[config.mk]
export PLATFORM = sky130hd
export DESIGN_NAME = axi_rd_resp_flat
export DESIGN_NICKNAME = d
export VERILOG_FILES = /design/src/rtl/axi_rd_resp_if.sv /design/src/rtl/axi_rd_resp.sv /design/src/flat_wrapper.sv
export SDC_FILE = /design/constraint.sdc
export NUM_CORES = 1
export LEC_CHECK = 0
export ABC_CLOCK_PERIOD_IN_PS = 4200
export BUFFER_PORTS_ARGS = -buffer_cell sky130_fd_sc_hd__buf_2
export CORE_AREA = 10 10 203 205
export DETAILED_ROUTE_END_ITERATION = 6
export DIE_AREA = 0 0 213 215
export GPL_TIMING_DRIVEN = 0
export PLACE_DENSITY_LB_ADDON = 0.2
export SYNTH_ARGS = -nofsm -noshare
export SYNTH_HDL_FRONTEND = slang
export SYNTH_SLANG_ARGS = --single-unit
[constraint.sdc]
create_clock -name clk -period 4.2 [get_ports clk]
set_input_delay 0.84 -clock clk [delete_from_list [all_inputs] [get_ports clk]]
set_output_delay 0.84 -clock clk [all_outputs]
set_load 0.05 [all_outputs]
[src/rtl/axi_rd_resp_if.sv]
// AR/R channel and memory-port bundle for the AXI read responder.
// The slave modport is the responder's view; master is the requester/memory side.
interface axi_rd_resp_if #(
    parameter int ADDR_W = 64,
    parameter int DATA_W = 64,
    parameter int ID_W   = 6
);
    logic              s_arvalid;
    logic              s_arready;
    logic [ID_W-1:0]   s_arid;
    logic [ADDR_W-1:0] s_araddr;
    logic [7:0]        s_arlen;
    logic [2:0]        s_arsize;
    logic              s_rvalid;
    logic              s_rready;
    logic [ID_W-1:0]   s_rid;
    logic [DATA_W-1:0] s_rdata;
    logic [1:0]        s_rresp;
    logic              s_rlast;
    logic              mem_rd;
    logic [ADDR_W-1:0] mem_addr;
    logic [DATA_W-1:0] mem_rdata;

    modport slave (
        input  s_arvalid, s_arid, s_araddr, s_arlen, s_arsize, s_rready, mem_rdata,
        output s_arready, s_rvalid, s_rid, s_rdata, s_rresp, s_rlast, mem_rd, mem_addr
    );

    modport master (
        output s_arvalid, s_arid, s_araddr, s_arlen, s_arsize, s_rready, mem_rdata,
        input  s_arready, s_rvalid, s_rid, s_rdata, s_rresp, s_rlast, mem_rd, mem_addr
    );
endinterface

[src/rtl/axi_rd_resp.sv]
// AXI read responder: queues AR requests in order and replays each as an INCR
// burst against a one-cycle-latency synchronous memory.
//   state | meaning
//   IDLE  | waiting for a queued request; pops the head when one is present
//   RD    | issue memory read for the current beat (suppressed on bad size)
//   CAP   | capture the returned word into the R data register
//   SEND  | present the beat on R and hold it until s_rready
module axi_rd_resp #(
    parameter int ADDR_W   = 64,
    parameter int DATA_W   = 64,
    parameter int ID_W     = 6,
    parameter int AQ_DEPTH = 4
) (
    input  logic           clk,
    input  logic           resetn,
    axi_rd_resp_if.slave   bus,
    output logic           busy
);
    localparam int OFF = $clog2(DATA_W / 8);
    localparam int PW  = $clog2(AQ_DEPTH);
    localparam logic [2:0]        MAX_SIZE   = 3'(OFF);
    localparam logic [ADDR_W-1:0] ALIGN_MASK = ~(ADDR_W'((1 << OFF) - 1));
    localparam logic [PW:0]       FULL_CNT   = (PW + 1)'(AQ_DEPTH);

    typedef enum logic [1:0] {IDLE, RD, CAP, SEND} state_t;

    logic [ID_W-1:0]   aq_id_q   [AQ_DEPTH];
    logic [ADDR_W-1:0] aq_addr_q [AQ_DEPTH];
    logic [7:0]        aq_len_q  [AQ_DEPTH];
    logic [2:0]        aq_size_q [AQ_DEPTH];

    logic [PW-1:0] wr_ptr_q, wr_ptr_d, rd_ptr_q, rd_ptr_d;
    logic [PW:0]   count_q, count_d;
    logic          arready, push, pop;

    state_t            state_q, state_d;
    logic [ADDR_W-1:0] cur_addr_q, cur_addr_d;
    logic [ID_W-1:0]   id_q, id_d;
    logic [7:0]        len_q, len_d;
    logic [2:0]        size_q, size_d;
    logic [7:0]        beat_q, beat_d;
    logic              err_q, err_d;
    logic [DATA_W-1:0] rdata_q, rdata_d;
    logic              last_beat;

    // Ready comes only from the registered count, never from the R side.
    assign arready = (count_q != FULL_CNT);
    assign push    = bus.s_arvalid && arready;

    always_ff @(posedge clk) begin
        if (push) begin
            aq_id_q[wr_ptr_q]   <= bus.s_arid;
            aq_addr_q[wr_ptr_q] <= bus.s_araddr;
            aq_len_q[wr_ptr_q]  <= bus.s_arlen;
            aq_size_q[wr_ptr_q] <= bus.s_arsize;
        end
    end

    always_comb begin
        wr_ptr_d = wr_ptr_q;
        rd_ptr_d = rd_ptr_q;
        count_d  = count_q;
        if (push) wr_ptr_d = wr_ptr_q + 1'b1;
        if (pop)  rd_ptr_d = rd_ptr_q + 1'b1;
        case ({push, pop})
            2'b10:   count_d = count_q + 1'b1;
            2'b01:   count_d = count_q - 1'b1;
            default: count_d = count_q;
        endcase
    end

    assign last_beat = (beat_q == len_q);

    always_comb begin
        state_d    = state_q;
        cur_addr_d = cur_addr_q;
        id_d       = id_q;
        len_d      = len_q;
        size_d     = size_q;
        beat_d     = beat_q;
        err_d      = err_q;
        rdata_d    = rdata_q;
        pop        = 1'b0;
        case (state_q)
            IDLE: begin
                if (count_q != '0) begin
                    pop        = 1'b1;
                    cur_addr_d = aq_addr_q[rd_ptr_q];
                    id_d       = aq_id_q[rd_ptr_q];
                    len_d      = aq_len_q[rd_ptr_q];
                    size_d     = aq_size_q[rd_ptr_q];
                    beat_d     = '0;
                    err_d      = (aq_size_q[rd_ptr_q] > MAX_SIZE);
                    state_d    = RD;
                end
            end
            RD:   state_d = CAP;
            CAP: begin
                rdata_d = err_q ? '0 : bus.mem_rdata;
                state_d = SEND;
            end
            SEND: begin
                if (bus.s_rready) begin
                    if (last_beat) begin
                        state_d = IDLE;
                    end else begin
                        cur_addr_d = cur_addr_q + (ADDR_W'(1) << size_q);
                        beat_d     = beat_q + 8'd1;
                        state_d    = RD;
                    end
                end
            end
            default: state_d = IDLE;
        endcase
    end

    always_ff @(posedge clk or negedge resetn) begin
        if (!resetn) begin
            wr_ptr_q   <= '0;
            rd_ptr_q   <= '0;
            count_q    <= '0;
            state_q    <= IDLE;
            cur_addr_q <= '0;
            id_q       <= '0;
            len_q      <= '0;
            size_q     <= '0;
            beat_q     <= '0;
            err_q      <= 1'b0;
            rdata_q    <= '0;
        end else begin
            wr_ptr_q   <= wr_ptr_d;
            rd_ptr_q   <= rd_ptr_d;
            count_q    <= count_d;
            state_q    <= state_d;
            cur_addr_q <= cur_addr_d;
            id_q       <= id_d;
            len_q      <= len_d;
            size_q     <= size_d;
            beat_q     <= beat_d;
            err_q      <= err_d;
            rdata_q    <= rdata_d;
        end
    end

    assign bus.s_arready = arready;
    assign bus.s_rvalid  = (state_q == SEND);
    assign bus.s_rid     = id_q;
    assign bus.s_rdata   = rdata_q;
    assign bus.s_rresp   = ((state_q == SEND) && err_q) ? 2'b10 : 2'b00;
    assign bus.s_rlast   = (state_q == SEND) && last_beat;
    assign bus.mem_rd    = (state_q == RD) && !err_q;
    assign bus.mem_addr  = cur_addr_q & ALIGN_MASK;
    assign busy          = (count_q != '0) || (state_q != IDLE);
endmodule
[src/flat_wrapper.sv]
// flat-port wrapper written by rule: the top's interface ports become plain ports
module axi_rd_resp_flat 
#(
    parameter int ADDR_W   = 64,
    parameter int DATA_W   = 64,
    parameter int ID_W     = 6,
    parameter int AQ_DEPTH = 4
)
  (clk, resetn, busy, bus_s_arvalid, bus_s_arid, bus_s_araddr, bus_s_arlen, bus_s_arsize, bus_s_rready, bus_mem_rdata, bus_s_arready, bus_s_rvalid, bus_s_rid, bus_s_rdata, bus_s_rresp, bus_s_rlast, bus_mem_rd, bus_mem_addr);
  axi_rd_resp_if #(.ADDR_W(ADDR_W), .DATA_W(DATA_W), .ID_W(ID_W)) bus_i ();
  input  logic clk;
  input  logic resetn;
  output logic busy;
  input wire logic [$bits(bus_i.s_arvalid)-1:0] bus_s_arvalid;
  input wire logic [$bits(bus_i.s_arid)-1:0] bus_s_arid;
  input wire logic [$bits(bus_i.s_araddr)-1:0] bus_s_araddr;
  input wire logic [$bits(bus_i.s_arlen)-1:0] bus_s_arlen;
  input wire logic [$bits(bus_i.s_arsize)-1:0] bus_s_arsize;
  input wire logic [$bits(bus_i.s_rready)-1:0] bus_s_rready;
  input wire logic [$bits(bus_i.mem_rdata)-1:0] bus_mem_rdata;
  output wire logic [$bits(bus_i.s_arready)-1:0] bus_s_arready;
  output wire logic [$bits(bus_i.s_rvalid)-1:0] bus_s_rvalid;
  output wire logic [$bits(bus_i.s_rid)-1:0] bus_s_rid;
  output wire logic [$bits(bus_i.s_rdata)-1:0] bus_s_rdata;
  output wire logic [$bits(bus_i.s_rresp)-1:0] bus_s_rresp;
  output wire logic [$bits(bus_i.s_rlast)-1:0] bus_s_rlast;
  output wire logic [$bits(bus_i.mem_rd)-1:0] bus_mem_rd;
  output wire logic [$bits(bus_i.mem_addr)-1:0] bus_mem_addr;
  assign bus_i.s_arvalid = bus_s_arvalid;
  assign bus_i.s_arid = bus_s_arid;
  assign bus_i.s_araddr = bus_s_araddr;
  assign bus_i.s_arlen = bus_s_arlen;
  assign bus_i.s_arsize = bus_s_arsize;
  assign bus_i.s_rready = bus_s_rready;
  assign bus_i.mem_rdata = bus_mem_rdata;
  assign bus_s_arready = bus_i.s_arready;
  assign bus_s_rvalid = bus_i.s_rvalid;
  assign bus_s_rid = bus_i.s_rid;
  assign bus_s_rdata = bus_i.s_rdata;
  assign bus_s_rresp = bus_i.s_rresp;
  assign bus_s_rlast = bus_i.s_rlast;
  assign bus_mem_rd = bus_i.mem_rd;
  assign bus_mem_addr = bus_i.mem_addr;
  axi_rd_resp #(.ADDR_W(ADDR_W), .DATA_W(DATA_W), .ID_W(ID_W), .AQ_DEPTH(AQ_DEPTH)) u_core (.clk(clk), .resetn(resetn), .bus(bus_i), .busy(busy));
endmodule
== Word level (Yosys, flattened, before mapping) ==
Memory sizes are Yosys's and may differ from the RTL's. A register that Yosys moved wholly into a read port is not among the register bits.
Index checks and enable logic that the tools add are counted.
Widths: inputs -> output; s select.

* Add/subtract/negate cells: 6
* Order comparisons: 1
* Equality and inequality tests: 10
* Shifts and indexed selects: 1
* Multiplexer cells: 19
* Reductions and logical operators: 16

{| class="wikitable"
|+ Operators by type and width
! cell !! number
|-
| $mux 64 || 4
|-
| $pmux 64 s2 || 1
|-
| $add 64x64->64 || 1
|-
| $shl 1x3->64 const A || 1
|-
| $mux 8 || 3
|-
| $pmux 8 s2 || 1
|-
| $add 8x1->8 const B || 1
|-
| $eq 8x8->1 || 1
|-
| $pmux 2 s4 || 1
|-
| $eq 2x2->1 const B || 3
|-
| $mux 2 || 3
|-
| $pmux 3 s2 || 1
|-
| $reduce_bool 2->1 || 3
|-
| $mux 1 || 5
|-
| $add 2x1->2 const B || 2
|-
| $eq 2x1->1 const B || 2
|-
| $logic_and 1x1->1 || 4
|-
| $ne 2x2->1 const B || 2
|-
| $reduce_and 2->1 || 2
|-
| $reduce_and 4->1 || 1
|-
| $add 3x1->3 const B || 1
|-
| $gt 3x2->1 const B || 1
|-
| $logic_not 1->1 || 3
|-
| $ne 3x3->1 const B || 1
|-
| other kinds (5) || 5
|}

* Register bits: 149
* Bits in writable memories: 324
* Bits of input ports: 149
* Output and inout port bits: 141
* Logic and storage cells: 66
* Memories: 4

{| class="wikitable"
|+ Memories
! name !! depth !! bits a word !! read ports !! clocked after memory_dff !! wr ports !! line !! text
|-
| u_core.aq_addr_q || 4 || 64 || 1 || 0 || 1 || axi_rd_resp.sv:28 || <nowiki>logic [ADDR_W-1:0] aq_addr_q [AQ_DEPTH];</nowiki>
|-
| u_core.aq_len_q || 4 || 8 || 1 || 1 || 1 || axi_rd_resp.sv:29 || <nowiki>logic [7:0] aq_len_q [AQ_DEPTH];</nowiki>
|-
| u_core.aq_id_q || 4 || 6 || 1 || 1 || 1 || axi_rd_resp.sv:27 || <nowiki>logic [ID_W-1:0] aq_id_q [AQ_DEPTH];</nowiki>
|-
| u_core.aq_size_q || 4 || 3 || 1 || 0 || 1 || axi_rd_resp.sv:30 || <nowiki>logic [2:0] aq_size_q [AQ_DEPTH];</nowiki>
|}

== Depth between registers and ports, before layout ==
* Word-level depth: 5
* Mapped depth: 12
* Depth with buffers taken out: 10

== Worst setup path before layout ==
No wires, ideal clock.

* Kind: register to output
* Start: reg u_core.state_q[1]
* End: out bus_s_rresp[1]
* Arrival time: 2518 ps
* Data required time: 3360 ps
* Slack: 842 ps
* Stages on the path, launching flop included: 7
* Buffers on the path: 4
* Path through: dfrtp_1 -> ha_1 -> clkbuf_1 -> clkbuf_1 -> clkbuf_1 -> clkbuf_1 -> and2_1

* Cells in the longest elaborated chain, start to end: 3

{| class="wikitable"
|+ RTL lines
! element !! line !! text
|-
| start: declaration || axi_rd_resp.sv:36 || <nowiki>state_t state_q, state_d;</nowiki>
|-
| start signal: assignment || axi_rd_resp.sv:134 || <nowiki>state_q <= state_d;</nowiki>
|-
| $eq 2x2->1 || n/a ||
|-
| net bus_s_rvalid || flat_wrapper.sv:22 || <nowiki>output wire logic [$bits(bus_i.s_rvalid)-1:0] bus_s_rvalid;</nowiki>
|-
| $logic_and 1x1->1 || axi_rd_resp.sv:149 || <nowiki>assign bus.s_rresp = ((state_q == SEND) && err_q) ? 2'b10 : 2'b00;</nowiki>
|-
| $mux 2 || axi_rd_resp.sv:149 ||
|-
| end: declaration || flat_wrapper.sv:25 || <nowiki>output wire logic [$bits(bus_i.s_rresp)-1:0] bus_s_rresp;</nowiki>
|}

The timed path passes the listed nets, and every way through them passes these cells.

== Worst setup path after layout ==
* Start: reg u_core.state_q[1]
* End: out bus_s_rresp[1]

* Cells in the longest elaborated chain, start to end: 3

{| class="wikitable"
|+ RTL lines
! element !! line
|-
| $eq 2x2->1 || axi_rd_resp.sv:149
|-
| $logic_and 1x1->1 || axi_rd_resp.sv:149
|-
| $mux 2 || axi_rd_resp.sv:149
|}

Every way passes these cells.

==> run metrics <==
status complete, no violations; Synth cell types between 70 and 80; worst-path maximum fanout 19; Top FF cell, synth edfxtp_1; final hold vios 0; sequential element share of the synthesized area 0.646; flop-to-flop setup slack about 0.5 ns; worst skew pair latency roughly 0.59 ns; EDFF count, synth around 320; DRC Markers 0; Routed Antenna Nets 0; layout cell share with drive strength beyond 1 0.288; post-synthesis register bit count roughly 500; routed vias 14400; CTS tree done; worst slew pin tran about 1.2 ns; CP arrival between 3 and 4 ns; fin nets between 2000 and 2500; dpl cells 2309; IO Pins 290; Cell Count, Final, Fillers Out 2403; worst min path class input pin to async pin; postcts setup bufs 0; min cycle time layout 3.88 ns; ys async rst share 0.335; Final Slew Violations 0; power density cells between 800 and 900 nW/µm²; overall die height between 200 and 250 µm; Post-Synthesis Cells ~1500; Max Cap Violations 0; 1st-pass router iterations 6; final core utilization 0.679; vias in the first global route roughly 15000; worst rel slew slack 0.215; Final Cycle Share 0.925; total gr overflow 0; Worst Reg-to-Reg Cells 10; Post-Syn Area per Cell 13.9 µm²; filler cell count 2649; gr usage total 0.254; R2R Path End u_core.cur_addr_q[56]; CP max stage delay between 0.5 and 0.6 ns; clk root buf clkbuf_16; Setup crit end kind output port; Critical Setup Path Class register to output port; largest net degree at the start of global routing 97; Crit path required time 3.36 ns; core footprint around 37000 µm²; most used cell, CP clkbuf_2; WP buf/inv 4; Top delay family on crit path buffers and inverters; Die W roughly 210 µm; CTS clk-pin slew, worst paths roughly 0.06 ns; Die Area 45800 µm²; final wirelength ~60 mm; GP Congestion roughly 0.96; post-synthesis instance area 21400 µm²; Sink Count a little under 500; slowest CP cell clkbuf_2; final setup violation count 0; synth warn 0; Initial Util 0.574; reg-to-reg critical path startpoint u_core.size_q[1]; crit-path cells ha_1 -> clkbuf_1 -> clkbuf_2 -> clkbuf_2 -> and2_1 -> buf_2; Rows 71; post-route clock skew 0.0218 ns; vias per cell between 5 and 6; initial antenna violation count 3; Startpoint Class register; Highest Clock Rate between 0.2 and 0.3 GHz; Peak VDD IR roughly 0.0007 V; Detail Placement HPWL about 42 mm; Port Buffer Count 285; P_leak approximately 0.0098 µW; Num CTS Buffers between 40 and 50; H-tree Lvls 2; RSZ-0062 raised after global routing false; DRT iter0 DRCs approximately 1400; Area Overhead vs Synth 18.2%; routed len/inst approximately 24 µm; first-pass GRT wire length 89.0 mm; Max Buffers Root-to-Sink 3
-- cell usage in the layout (no fill, tap or decap), types with 5 or more instances in the layout --
cell type / n
buf_4: 65
nor3b_1: 7
nand3b_1: 64
nand4_1: 30
mux2i_1: 26
nor2_1: 53
dfrtp_1: 163
clkinv_2: 5
and2_1: 6
inv_1: 92
nand3_1: 36
o211ai_1: 7
clkbuf_1: 63
o22ai_1: 42
nor4_1: 17
and4_1: 6
mux4_2: 81
nor3_1: 23
buf_2: 303
a211oi_1: 6
and3_1: 16
a21o_1: 5
a21oi_1: 42
o21ai_0: 84
buf_16: 5
bufinv_16: 8
xnor2_1: 20
edfxtp_1: 324
a31oi_1: 10
buf_1: 8
o31ai_1: 6
nand2_1: 125
clkbuf_16: 51
clkinv_1: 11
ha_1: 19
-- metrics by stage --
stage                     cell area (µm²)  setup WS, ns  power (µW)  setup TNS [ns]  hold slack (ns)
after detailed placement            23600         0.192       17200               0            0.459
after global routing                25300         0.195       22800               0            0.228
after CTS                           25300         0.301       21800               0            0.201
final                               25300         0.316       21700               0            0.194
after floorplan                     21400         0.842       14300               0            0.456
after global placement              23400        -0.769       17100         -308.31            0.456
-- metal layers --
| layer | track usage | vias up | wire [µm] |
|---|---|---|---|
| met3 | 0.0492 | 136 | 4500 |
| met1 | 0.335 | 7205 | 23500 |
| met5 | 0 | - | 8 |
| li1 | - | 6452 | - |
| met4 | 0.105 | 2 | 2280 |
| met2 | 0.407 | 583 | 28100 |
-- final cells by class --
type | instances | area, µm² | area share
sequential | 487 | 13800 | 0.546
multi-input combinational | 816 | 6420 | 0.254
timing repair buffer | 290 | 1570 | 0.0623
clock buffer | 63 | 1340 | 0.0531
buffer | 148 | 833 | 0.0330
tap | 474 | 593 | 0.0235
inverter | 93 | 349 | 0.0138
clock inverter | 29 | 348 | 0.0138
antenna | 3 | 7.51 | 0.000297
-- registers in the layout, summed over array words and instances, names as in the netlist --
signal	count
u_core.aq_len_q	32
u_core.aq_id_q	24
u_core.wr_ptr_q	2
u_core.size_q	3
u_core.state_q	2
u_core.aq_addr_q	256
u_core.rd_ptr_q	2
u_core.len_q	8
u_core.cur_addr_q	64
u_core.bus.s_rdata	64
u_core.count_q	3
u_core.aq_size_q	12
u_core.err_q	1
u_core.bus.s_rid	6
u_core.beat_q	8
-- report_power, final --
group          internal [µW]  switching, µW  total, µW
Clock                   2750           1810       4550
Combinational           3150           6560       9720
Sequential              6550            903       7460
Total                  12500           9270      21700
-- worst max-delay path by stage --
stage,start,end,depth (start not counted)
6_report,u_core.state_q[1],bus_s_rresp[1],6
5_1_grt,u_core.state_q[1],bus_s_rresp[1],6
4_1_cts,u_core.state_q[1],bus_s_rresp[1],6
3_5_place_dp,u_core.state_q[1],bus_s_rresp[1],7
3_3_place_gp,bus_s_arvalid,u_core.aq_addr_q[0][18],2
2_1_floorplan,u_core.state_q[1],bus_s_rresp[1],6
-- kinds of logic (layout without fill, tap and decap cells) --
group,Yosys count,in the layout,share of synthesized area
DFF,487,487,0.646
xor gates and xnor gates,24,24,0.00983
buffers and inverters,242,623,0.0554
and+or+nand+nor,421,421,0.109
other,1,7,0.000175
adders and majority gates,21,21,0.0130
muxes,107,107,0.0975
AOI/OAI and AO/OA,239,239,0.0689
-- repair_timing --
action,in CTS,in global routing
hold buffers,0,0
resized for setup,2,0
endpoints found under the setup margin,1,0
-- synth_stat cells (20+ instances only) --
master    count  area, µm²
edfxtp_1    324       9730
dfrtp_1     163       4080
nand2_1     125        469
inv_1        92        345
o21ai_0      84        420
mux4_2       81       1820
buf_4        65        488
nand3b_1     64        480
clkbuf_1     56        210
nor2_1       53        199
a21oi_1      42        210
o22ai_1      42        263
nand3_1      36        180
nand4_1      30        188
mux2i_1      26        260
nor3_1       23        115
and3_1       20        125
xnor2_1      20        175
No activity file was read; power rests on OpenSTA's default activity.
